## config.mk

```make
export PLATFORM = sky130hd
export DESIGN_NAME = uart_sdram_cmd_engine
export DESIGN_NICKNAME = d
export VERILOG_FILES = /design/src/rtl/uart_cmd_pkg.sv /design/src/rtl/uart_sdram_cmd_engine_fifo.sv /design/src/rtl/uart_sdram_cmd_engine.sv
export SDC_FILE = /design/constraint.sdc
export NUM_CORES = 2
export LEC_CHECK = 0
export CORE_AREA = 2 2 529 531
export DETAILED_ROUTE_END_ITERATION = 6
export DIE_AREA = 0 0 531 533
export PLACE_DENSITY_LB_ADDON = 0.3
export RECOVER_POWER = 100
export SKIP_LAST_GASP = 1
export SYNTH_ARGS = -nofsm -noshare
export SYNTH_HDL_FRONTEND = slang
export SYNTH_SLANG_ARGS = --single-unit
```

## constraint.sdc

```tcl
create_clock -name clk -period 6.3 [get_ports clk]
set_clock_uncertainty 0.2 [all_clocks]
set_input_delay 1.575 -clock clk [delete_from_list [all_inputs] [get_ports clk]]
set_output_delay 1.575 -clock clk [all_outputs]
set_load 0.02 [all_outputs]
```

## src/rtl/uart_cmd_pkg.sv

```systemverilog
// Shared types and wire-protocol characters for the UART-to-SDRAM command engine.
package uart_cmd_pkg;

    typedef enum logic [3:0] {
        ST_IDLE, ST_CMD, ST_LEN, ST_ADDR,
        ST_RD_ISSUE, ST_RD_WAIT,
        ST_WR_GET, ST_WR_WAIT,
        ST_FILL_GET, ST_FILL_ISSUE, ST_FILL_WAIT,
        ST_VER, ST_RESP
    } state_t;

    // Command characters
    localparam logic [7:0] CH_START   = 8'h21; // '!'
    localparam logic [7:0] CH_READ    = 8'h52; // 'R'
    localparam logic [7:0] CH_WRITE   = 8'h57; // 'W'
    localparam logic [7:0] CH_FILL    = 8'h46; // 'F'
    localparam logic [7:0] CH_VER     = 8'h56; // 'V'

    // Response characters
    localparam logic [7:0] CH_WR_OK   = 8'h77; // 'w'
    localparam logic [7:0] CH_FILL_OK = 8'h66; // 'f'
    localparam logic [7:0] CH_BAD     = 8'h3F; // '?'
    localparam logic [7:0] CH_TMO     = 8'h40; // '@'

    // One byte-lane write on the 16-bit SDRAM port
    typedef struct packed {
        logic [15:0] data;
        logic [1:0]  mask;
    } sd_wr_t;

    // Place a byte in the lane selected by the address LSB
    function automatic sd_wr_t lane_write(input logic [7:0] b, input logic lane);
        sd_wr_t w;
        w.data = lane ? {b, 8'h00} : {8'h00, b};
        w.mask = lane ? 2'b10 : 2'b01;
        return w;
    endfunction

endpackage

```

## src/rtl/uart_sdram_cmd_engine_fifo.sv

```systemverilog
// Show-ahead byte fifo buffering host bytes; pushes while full are dropped.
module uart_sdram_cmd_engine_fifo #(
    parameter int unsigned NUM   = 512,
    parameter int unsigned WIDTH = 8
) (
    input  logic             clk,
    input  logic             i_reset,
    input  logic             i_push,
    input  logic [WIDTH-1:0] i_data,
    input  logic             i_pop,
    output logic [WIDTH-1:0] o_data_c,
    output logic             o_empty_c,
    output logic             o_full_c
);
    localparam int unsigned AW = $clog2(NUM);

    logic [WIDTH-1:0] r_mem [NUM];
    logic [AW:0]      r_wr_ptr;
    logic [AW:0]      r_rd_ptr;
    logic             w_push_ok;
    logic             w_pop_ok;

    assign o_empty_c = (r_wr_ptr == r_rd_ptr);
    assign o_full_c  = (r_wr_ptr[AW] != r_rd_ptr[AW]) && (r_wr_ptr[AW-1:0] == r_rd_ptr[AW-1:0]);
    assign w_push_ok = i_push && !o_full_c;
    assign w_pop_ok  = i_pop && !o_empty_c;
    assign o_data_c  = r_mem[r_rd_ptr[AW-1:0]];

    // Pointer update; reset flushes contents
    always_ff @(posedge clk) begin
        if (i_reset) begin
            r_wr_ptr <= '0;
            r_rd_ptr <= '0;
        end else begin
            if (w_push_ok) r_wr_ptr <= r_wr_ptr + (AW+1)'(1);
            if (w_pop_ok)  r_rd_ptr <= r_rd_ptr + (AW+1)'(1);
        end
    end

    // Storage write
    always_ff @(posedge clk) begin
        if (w_push_ok) r_mem[r_wr_ptr[AW-1:0]] <= i_data;
    end

endmodule

```

## src/rtl/uart_sdram_cmd_engine.sv

```systemverilog
// Framed host command decoder driving a one-access-at-a-time SDRAM port.
module uart_sdram_cmd_engine
    import uart_cmd_pkg::*;
#(
    parameter int unsigned ADDR_BITS  = 24,
    parameter int unsigned ADDR_BYTES = 4,
    parameter int unsigned LEN_BYTES  = 4,
    parameter int unsigned FIFO_DEPTH = 512,
    parameter logic [31:0] VERSION    = 32'h0002_0000,
    parameter int unsigned TIMEOUT    = 1_000_000
) (
    input  logic                 clk,
    input  logic                 reset,
    input  logic [7:0]           uart_rxd,
    input  logic                 uart_rxd_strobe,
    output logic [7:0]           uart_txd,
    output logic                 uart_txd_strobe,
    input  logic                 uart_txd_ready,
    output logic [ADDR_BITS-1:0] sd_addr,
    output logic [15:0]          sd_wr_data,
    output logic [1:0]           sd_wr_mask,
    input  logic [15:0]          sd_rd_data,
    input  logic                 sd_ack,
    input  logic                 sd_idle,
    output logic                 sd_we,
    output logic                 sd_enable
);
    localparam int unsigned LW = LEN_BYTES * 8;
    localparam int unsigned TW = $clog2(TIMEOUT + 1);

    state_t                r_state;
    logic [7:0]            r_cmd;
    logic [LW-1:0]         r_len;
    logic [ADDR_BITS-1:0]  r_addr;
    logic [1:0]            r_cnt;
    logic [31:0]           r_ver;
    logic [7:0]            r_fill;
    logic                  r_have;
    logic [TW-1:0]         r_tmo;
    logic [7:0]            r_txd;
    logic                  r_txd_strobe;
    sd_wr_t                r_wr;
    logic                  r_we;
    logic                  r_en;

    logic [7:0]            w_rx_byte;
    logic                  w_rx_empty;
    logic                  w_rx_full;
    logic                  w_rx_valid;
    logic                  w_push;
    logic                  w_pop;
    logic                  w_tx_ok;
    logic                  w_issue_ok;
    logic                  w_timed;
    logic                  w_tmo_hit;

    assign uart_txd        = r_txd;
    assign uart_txd_strobe = r_txd_strobe;
    assign sd_addr         = r_addr;
    assign sd_wr_data      = r_wr.data;
    assign sd_wr_mask      = r_wr.mask;
    assign sd_we           = r_we;
    assign sd_enable       = r_en;

    assign w_push     = uart_rxd_strobe && !w_rx_full;
    assign w_rx_valid = !w_rx_empty;
    // A gap cycle after each strobe lets the transmitter drop ready before the next byte
    assign w_tx_ok    = uart_txd_ready && !r_txd_strobe;
    assign w_issue_ok = sd_idle && !r_en;
    assign w_timed    = (r_state == ST_CMD) || (r_state == ST_LEN) || (r_state == ST_ADDR) ||
                        (r_state == ST_WR_GET) || (r_state == ST_FILL_GET);
    assign w_tmo_hit  = w_timed && !w_pop && (r_tmo == TW'(TIMEOUT - 1));

    uart_sdram_cmd_engine_fifo #(
        .NUM   (FIFO_DEPTH),
        .WIDTH (8)
    ) u_rx_fifo (
        .clk       (clk),
        .i_reset   (reset),
        .i_push    (w_push),
        .i_data    (uart_rxd),
        .i_pop     (w_pop),
        .o_data_c  (w_rx_byte),
        .o_empty_c (w_rx_empty),
        .o_full_c  (w_rx_full)
    );

    // Fifo pop decision: bytes are consumed only in states that can act on them now
    always_comb begin
        w_pop = 1'b0;
        case (r_state)
            ST_IDLE:                              w_pop = w_rx_valid && ((w_rx_byte == CH_START) || w_tx_ok);
            ST_CMD, ST_LEN, ST_ADDR, ST_FILL_GET: w_pop = w_rx_valid;
            ST_WR_GET:                            w_pop = w_rx_valid && w_issue_ok;
            default:                              w_pop = 1'b0;
        endcase
    end

    // Command FSM with registered UART and SDRAM outputs
    always_ff @(posedge clk) begin
        if (reset) begin
            r_state      <= ST_IDLE;
            r_cmd        <= '0;
            r_len        <= '0;
            r_addr       <= '0;
            r_cnt        <= '0;
            r_ver        <= '0;
            r_fill       <= '0;
            r_have       <= 1'b0;
            r_tmo        <= '0;
            r_txd        <= '0;
            r_txd_strobe <= 1'b0;
            r_wr         <= '0;
            r_we         <= 1'b0;
            r_en         <= 1'b0;
        end else begin
            r_txd_strobe <= 1'b0;
            if (!w_timed || w_pop) r_tmo <= '0;
            else                   r_tmo <= r_tmo + TW'(1);

            if (w_tmo_hit) begin
                r_txd   <= CH_TMO;
                r_state <= ST_RESP;
            end else begin
                case (r_state)
                    ST_IDLE: begin
                        if (w_pop) begin
                            if (w_rx_byte == CH_START) begin
                                r_state <= ST_CMD;
                            end else begin
                                r_txd        <= w_rx_byte;
                                r_txd_strobe <= 1'b1;
                            end
                        end
                    end
                    ST_CMD: begin
                        if (w_pop) begin
                            r_cmd  <= w_rx_byte;
                            r_cnt  <= '0;
                            r_addr <= '0;
                            case (w_rx_byte)
                                CH_READ, CH_WRITE, CH_FILL: r_state <= ST_LEN;
                                CH_VER: begin
                                    r_ver   <= VERSION;
                                    r_state <= ST_VER;
                                end
                                default: begin
                                    r_txd   <= CH_BAD;
                                    r_state <= ST_RESP;
                                end
                            endcase
                        end
                    end
                    ST_LEN: begin
                        if (w_pop) begin
                            r_len <= LW'({r_len, w_rx_byte});
                            r_cnt <= r_cnt + 2'd1;
                            if (r_cnt == 2'(LEN_BYTES - 1)) begin
                                r_cnt   <= '0;
                                r_state <= ST_ADDR;
                            end
                        end
                    end
                    ST_ADDR: begin
                        if (w_pop) begin
                            r_addr <= ADDR_BITS'({r_addr, w_rx_byte});
                            r_cnt  <= r_cnt + 2'd1;
                            if (r_cnt == 2'(ADDR_BYTES - 1)) begin
                                r_cnt <= '0;
                                // Zero length: no access; reads have no trailer, writes/fills still acknowledge
                                if (r_len == '0) begin
                                    if (r_cmd == CH_READ) begin
                                        r_state <= ST_IDLE;
                                    end else begin
                                        r_txd   <= (r_cmd == CH_WRITE) ? CH_WR_OK : CH_FILL_OK;
                                        r_state <= ST_RESP;
                                    end
                                end else begin
                                    case (r_cmd)
                                        CH_READ:  r_state <= ST_RD_ISSUE;
                                        CH_WRITE: r_state <= ST_WR_GET;
                                        default:  r_state <= ST_FILL_GET;
                                    endcase
                                end
                            end
                        end
                    end
                    ST_RD_ISSUE: begin
                        if (w_issue_ok && w_tx_ok) begin
                            r_en    <= 1'b1;
                            r_we    <= 1'b0;
                            r_have  <= 1'b0;
                            r_state <= ST_RD_WAIT;
                        end
                    end
                    ST_RD_WAIT: begin
                        if (r_en && sd_ack) begin
                            r_en   <= 1'b0;
                            r_txd  <= r_addr[0] ? sd_rd_data[15:8] : sd_rd_data[7:0];
                            r_have <= 1'b1;
                        end else if (r_have && w_tx_ok) begin
                            r_txd_strobe <= 1'b1;
                            r_have       <= 1'b0;
                            r_addr       <= r_addr + ADDR_BITS'(1);
                            r_len        <= r_len - LW'(1);
                            r_state      <= (r_len == LW'(1)) ? ST_IDLE : ST_RD_ISSUE;
                        end
                    end
                    ST_WR_GET: begin
                        if (w_pop) begin
                            r_wr    <= lane_write(w_rx_byte, r_addr[0]);
                            r_en    <= 1'b1;
                            r_we    <= 1'b1;
                            r_state <= ST_WR_WAIT;
                        end
                    end
                    ST_WR_WAIT: begin
                        if (sd_ack) begin
                            r_en   <= 1'b0;
                            r_we   <= 1'b0;
                            r_addr <= r_addr + ADDR_BITS'(1);
                            r_len  <= r_len - LW'(1);
                            if (r_len == LW'(1)) begin
                                r_txd   <= CH_WR_OK;
                                r_state <= ST_RESP;
                            end else begin
                                r_state <= ST_WR_GET;
                            end
                        end
                    end
                    ST_FILL_GET: begin
                        if (w_pop) begin
                            r_fill  <= w_rx_byte;
                            r_state <= ST_FILL_ISSUE;
                        end
                    end
                    ST_FILL_ISSUE: begin
                        if (w_issue_ok) begin
                            r_wr    <= lane_write(r_fill, r_addr[0]);
                            r_en    <= 1'b1;
                            r_we    <= 1'b1;
                            r_state <= ST_FILL_WAIT;
                        end
                    end
                    ST_FILL_WAIT: begin
                        if (sd_ack) begin
                            r_en   <= 1'b0;
                            r_we   <= 1'b0;
                            r_addr <= r_addr + ADDR_BITS'(1);
                            r_len  <= r_len - LW'(1);
                            if (r_len == LW'(1)) begin
                                r_txd   <= CH_FILL_OK;
                                r_state <= ST_RESP;
                            end else begin
                                r_state <= ST_FILL_ISSUE;
                            end
                        end
                    end
                    ST_VER: begin
                        if (w_tx_ok) begin
                            r_txd        <= r_ver[31:24];
                            r_ver        <= {r_ver[23:0], 8'h00};
                            r_txd_strobe <= 1'b1;
                            r_cnt        <= r_cnt + 2'd1;
                            if (r_cnt == 2'd3) begin
                                r_cnt   <= '0;
                                r_state <= ST_IDLE;
                            end
                        end
                    end
                    ST_RESP: begin
                        if (w_tx_ok) begin
                            r_txd_strobe <= 1'b1;
                            r_state      <= ST_IDLE;
                        end
                    end
                    default: r_state <= ST_IDLE;
                endcase
            end
        end
    end

endmodule

```

# Word level (Yosys, flattened, before mapping)
# Memories as Yosys holds them, arrays and structs flattened. A register that Yosys moved wholly into a read port is not among the register bits.
# Cells that the tools add are included.
# Widths: inputs -> output; s select.
[totals] output_inout_bits=53 mem_bits_rw=4096 word_cells=258 inputBits=30 reg_bits=180 memories=1
[memory_table] name="u_rx_fifo.r_mem" depth=512 width=8 rd=1 rd_ports_with_merged_regs=1 write_ports=1 line="uart_sdram_cmd_engine_fifo.sv:17" rtl="logic [WIDTH-1:0] r_mem [NUM];"
[classes] n_mux=93 eq_ne=79 bitwise=1 addsub=6 n_reduce_logical=59
[op_table] op="$mux 32" n=7
[op_table] op="$mux 24" n=5
[op_table] op="$mux 8" n=15
[op_table] op="$pmux 24 s4" n=1
[op_table] op="$pmux 32 s3" n=1
[op_table] op="$mux 4" n=22
[op_table] op="$pmux 32 s2" n=1
[op_table] op="$pmux 8 s7" n=1
[op_table] op="$pmux 4 s13" n=1
[op_table] op="$ne 3x3->1 const B" n=17
[op_table] op="$eq 8x7->1 const B" n=6
[op_table] op="$mux 18" n=2
[op_table] op="$pmux 18 s2" n=1
[op_table] op="$reduce_and 18->1" n=2
[op_table] op="$eq 32x1->1 const B" n=1
[op_table] op="$logic_not 32->1" n=1
[op_table] op="$mux 16" n=2
[op_table] op="$ne 2x2->1 const B" n=16
[op_table] op="$sub 32x1->32 const B" n=1
[op_table] op="$reduce_and 15->1" n=2
[op_table] op="$ne 3x2->1 const B" n=9
[op_table] op="$add 24x1->24 const B" n=1
[op_table] op="$ne 2x1->1 const B" n=12
[op_table] op="$add 10x1->10 const B" n=2
[op_table] op="other kinds (43)" n=109

# Depth between registers and ports, before layout
[logic_depth] ltp_word=10 ltp_mapped=19 mapped_depth_nobuf=12

# Hierarchy
# Synthesis repeated with hierarchy kept, for this count alone.
[hier_totals] cells_unflattened=9308 hier_area_um2=170322.1
[modules_own_cells] mod="uart_sdram_cmd_engine_fifo" instances=1 cells_each=8303 area_each_um2=162658.5 seq_area_each_um2=123578.5
[modules_own_cells] mod="uart_sdram_cmd_engine" instances=1 cells_each=1005 area_each_um2=7663.6 seq_area_each_um2=2602.5

# Worst setup path after synthesis
# Ideal clock, no wire load.
[synth_path] kind="flip-flop to flip-flop" from="reg (tool-made name)" to="reg (tool-made name)" arrival_time_ns=4.465 setup_ns=0.062 path_stages_with_launch=16 t_required_ns=6.038 synth_period_minus_slack_ns=4.727 slack_ns=1.573 n_path_buf=5 cell_sequence="dfxtp_1 clkbuf_1 buf_1 buf_1 clkbuf_1 buf_1 mux2i_1 o21ai_0 nand3_1 nor3_1 or4_1 or4b_1 o21ai_2 nand3_2 or4_1 nand2_1"

# Worst setup path after layout
[layout_path] from="in uart_rxd_strobe" to="mem u_rx_fifo.r_mem[488][0] (enable)"
[layout_via] elab_chain_cells=4
[layout_rtl] item="start: declaration" line="uart_sdram_cmd_engine.sv:15" rtl="input logic uart_rxd_strobe,"
[layout_rtl] item="$logic_and 1x1->1" line="uart_sdram_cmd_engine.sv:65" rtl="assign w_push = uart_rxd_strobe && !w_rx_full;"
[layout_rtl] item="$logic_and 1x1->1" line="uart_sdram_cmd_engine_fifo.sv:25" rtl="assign w_push_ok = i_push && !o_full_c;"
[layout_rtl] item="$mux 1" line="uart_sdram_cmd_engine_fifo.sv:42" rtl="if (w_push_ok) r_mem[r_wr_ptr[AW-1:0]] <= i_data;"
[layout_rtl] item="$mux 1 (not written as such)" line="uart_sdram_cmd_engine_fifo.sv:42"
[layout_rtl] item="end: declaration" line="uart_sdram_cmd_engine_fifo.sv:17"
# Every way passes these cells.

==> results.yml <==
timing:
  timing_hold_violations_final: 0
  min_period_ns: 6.351
  finalWorstSetupSlack_ns: -0.05077
  report.final.slew_viol_count: 2385
  achievable-frequency_mhz: 157.5
  grt_setup_unrepaired: "false"
  worst_pin_slew_ns: 5.244
  layout_worst_path_cycle_share: 1.008
  slew_headroom: -2.496
  final-setup-viol-count: 9
synth:
  netlist.area_leader.share: 0.7419
  netlist_top_cells_count: "4,096 x sky130_fd_sc_hd__edfxtp_1, 1,196 x sky130_fd_sc_hd__mux4_2, 707 x sky130_fd_sc_hd__nor2_1"
  number_of_distinct_library_cells_after_synthesis: 80
  most_common_cell_in_the_synthesized_netlist: "sky130_fd_sc_hd__edfxtp_1"
  edff_count_synth: 4096
  yosys_warnings: 0
  syn_area_mm2: 0.1658
  synth_top_cell_by_area: "sky130_fd_sc_hd__edfxtp_1"
  synthTopCellsByArea: "sky130_fd_sc_hd__edfxtp_1 74%, sky130_fd_sc_hd__mux4_2 16%, sky130_fd_sc_hd__dfxtp_1 1.9%"
  sequential_element_share_of_the_synthesized_area: 0.7611
  post_synthesis_async_set_or_reset_flop_share: 0
  most_common_flop_cell_mapped_by_yosys: "sky130_fd_sc_hd__edfxtp_1"
  netlist_instances: 7869
  synth_fp_nets: 7909
  synth_seq_cells: 4255
  synthesis.area_per_instance_um2: 21.07
run_status:
  failed_checks: "DRC, capacitance limit, slew limit, setup timing"
  run_status: "finished, violations left"
cells_and_area:
  fin_nets: 8605
  fin_cells: 12640
  area_growth_pct: 12.69
  drive_above_1_share: 0.2367
  fin_util: 0.6723
setup_path:
  worst_path_max_delay_cell: "sky130_fd_sc_hd__nand2_1"
  critical_path_class: "input pin to register"
  worstSetupStartpointType: "input pin"
  crit_cells: 7
  cpLargestDelayFamily: "simple AND/OR/NAND/NOR gates"
  worstRegToRegCells: 13
  cp_max_fo: 22
  critical_path.startpoint: "uart_rxd_strobe"
  arrival_time_at_the_worst_endpoint_ns: 6.75
  critPathCaptureType: "register"
  cpPeakStageDelay_ns: 1.62
  path_buf_inv: 3
  worst_ep_required_time_ns: 6.70
  cp_cell_sequence: "dlygate4sd3_1, a21boi_0, and2_0, nand2_1, clkbuf_2, nor2_1, clkbuf_1"
cts:
  clk_pin_slew_worst_setup_hold_paths_ns: 0.06
  cts_sink_count: 4255
  cts_hold_buf: 0
  cts_tree: "done"
  cts_made_buffers: 409
  h-tree-depth: 5
  clock_latency_late_sink_ns: 0.98
  cts-root-to-sink-buffers: 4
  post_cts_resize_count: 0
  post_cts_setup_repair_buffer_count: 0
  clk_root_buffer_cell: "sky130_fd_sc_hd__clkbuf_16"
global_route:
  grt_pass1_wl_um: 627900
  grt_overflow: 0
  grt_usage: 0.3121
  number_of_antenna_violations_at_the_first_check_in_global_routing: 25
  pin_count_of_the_biggest_net_entering_global_routing: 206
  grt_pass1_vias: 86270
floorplanning:
  initial_core_util: 0.5965
  die-height_um: 533
  ios: 83
  die_w_um: 531
  fp.coreArea_mm2: 0.2779
  die_area_mm2: 0.2830
  rows: 194
drt:
  route.detailed.vias_per_inst: 6.928
  routed_length_per_instance_um: 34.82
  totalWireLength_um: 440300
  detailroute.via_count: 87590
  drt_first_pass_iters: 7
  final_antenna_net_count: 0
  post-route-drc-count: 11
  drt-initial-drc-count: 14240
placement:
  globalplace.congestion: 0.9071
  place.detailed.instances: 11880
  io_buffers: 82
  dp.final_hpwl_um: 262600
job:
  max_cap_violations: 32
min_path:
  hold_depth: 2
  hp-class: "register to register"
  hp-start: "r_cmd[7]"
power:
  design_power_total_mw: 66.71
  irDropWorstVdd_uv: 271.9
  power_per_cell_area_mw_per_mm2: 357.0
  cellLeakagePower_nw: 55.98
==> worst register-to-register path: cells and delay by family (launching register included) <==
kind	cells	cell delay, ns
compound gates	1	0.25
buf+inv	2	0.56
flops	1	0.67
mux	4	1.92
simple gates	6	2.50
==> kinds of logic after synthesis <==
family          share of synthesized area
mux                                0.1693
flops                              0.7611
xor+xnor                         0.002641
simple gates                      0.03090
buf+inv                           0.01374
fa+ha+maj                       0.0008150
compound gates                    0.02158
==> stage by stage <==
step	hold WS [ns]	setup WS, ns	cell area (um2)	setup TNS [ns]
2_1_floorplan	0.2260	1.573	165800	0
3_3_place_gp	0.2423	0.1993	175600	0
3_5_place_dp	0.2645	0.2725	175600	0
4_1_cts	0.2783	0.2199	188900	0
5_1_grt	0.3048	0.03297	186800	0
6_report	0.2782	-0.05077	186800	-0.3813
==> cell usage in the layout, fill, tap and decap left out, types with 19 or more instances in the layout <==
master and count:
sky130_fd_sc_hd__dfxtp_1 153, sky130_fd_sc_hd__clkbuf_16 412, sky130_fd_sc_hd__o22ai_1 141, sky130_fd_sc_hd__nand4_1 19, sky130_fd_sc_hd__inv_1 27, sky130_fd_sc_hd__mux2i_1 102, sky130_fd_sc_hd__a221oi_1 46, sky130_fd_sc_hd__nor4_1 46
sky130_fd_sc_hd__clkinv_2 69, sky130_fd_sc_hd__clkdlybuf4s50_1 20, sky130_fd_sc_hd__xor2_1 20, sky130_fd_sc_hd__a211oi_1 32, sky130_fd_sc_hd__nand3_1 59, sky130_fd_sc_hd__clkinv_1 89, sky130_fd_sc_hd__a22oi_1 69, sky130_fd_sc_hd__o21ai_0 109
sky130_fd_sc_hd__edfxtp_1 4096, sky130_fd_sc_hd__buf_4 179, sky130_fd_sc_hd__bufinv_16 36, sky130_fd_sc_hd__a21oi_1 77, sky130_fd_sc_hd__xnor2_1 30, sky130_fd_sc_hd__clkbuf_1 505, sky130_fd_sc_hd__clkbuf_2 38, sky130_fd_sc_hd__nand2_1 175
sky130_fd_sc_hd__nor2_1 706, sky130_fd_sc_hd__mux4_2 1196, sky130_fd_sc_hd__nor3_1 52, sky130_fd_sc_hd__dlygate4sd3_1 53, sky130_fd_sc_hd__clkinvlp_4 20, sky130_fd_sc_hd__buf_12 56
==> routing by layer <==
| metal | vias to the layer above | GRT usage | part of all wire |
|---|---|---|---|
| met1 | 45880 | 0.4389 | 0.36 |
| met5 | - | 0.002869 | 0.00054 |
| li1 | 34240 | - | - |
| met4 | 20 | 0.1272 | 0.048 |
| met2 | 6389 | 0.4761 | 0.47 |
| met3 | 1062 | 0.07785 | 0.12 |
==> power by group <==
part / leakage (nW) / switching (mW) / total [mW] / internal, mW
Combinational: 11.5 / 5.77 / 11.2 / 5.39
Sequential: 38.1 / 0.114 / 31.2 / 31.1
Clock: 6.42 / 10.7 / 24.3 / 13.6
Total: 56.0 / 16.6 / 66.7 / 50.1
==> sequential cells by signal, summed over array words and instances (netlist names), 2 cells and up, named ones only <==
signal	count
r_cnt	2
r_len	32
u_rx_fifo.r_rd_ptr	10
sd_wr_mask	2
r_fill	8
r_state	4
r_ver	2
r_cmd	8
sd_addr	24
u_rx_fifo.r_wr_ptr	10
sd_wr_data	16
u_rx_fifo.r_mem	4096
r_tmo	20
uart_txd	8
==> cell type report <==
type                    count  area, um2
clock buffers             505      10710
well taps                3724       4659
multi-input cells        3096      37490
clock inverters           250       2585
inverters                  29      108.9
repair buffers            774       5054
fillers                 17090      91090
diodes                     10      25.02
flip-flops and latches   4255     126200
==> path summary, 6_finish.rpt <==
| kind | slack (ns) | endpoint |
|---|---|---|
| worst max register to register | 0.06 | uart_txd[4] |
| worst min register to register | 0.28 | r_cmd[7] |
| worst max-delay path | -0.05 | u_rx_fifo.r_mem[488][0] |
| worst min-delay path | 0.28 | r_cmd[7] |
Power figures use the tool's default switching activity.
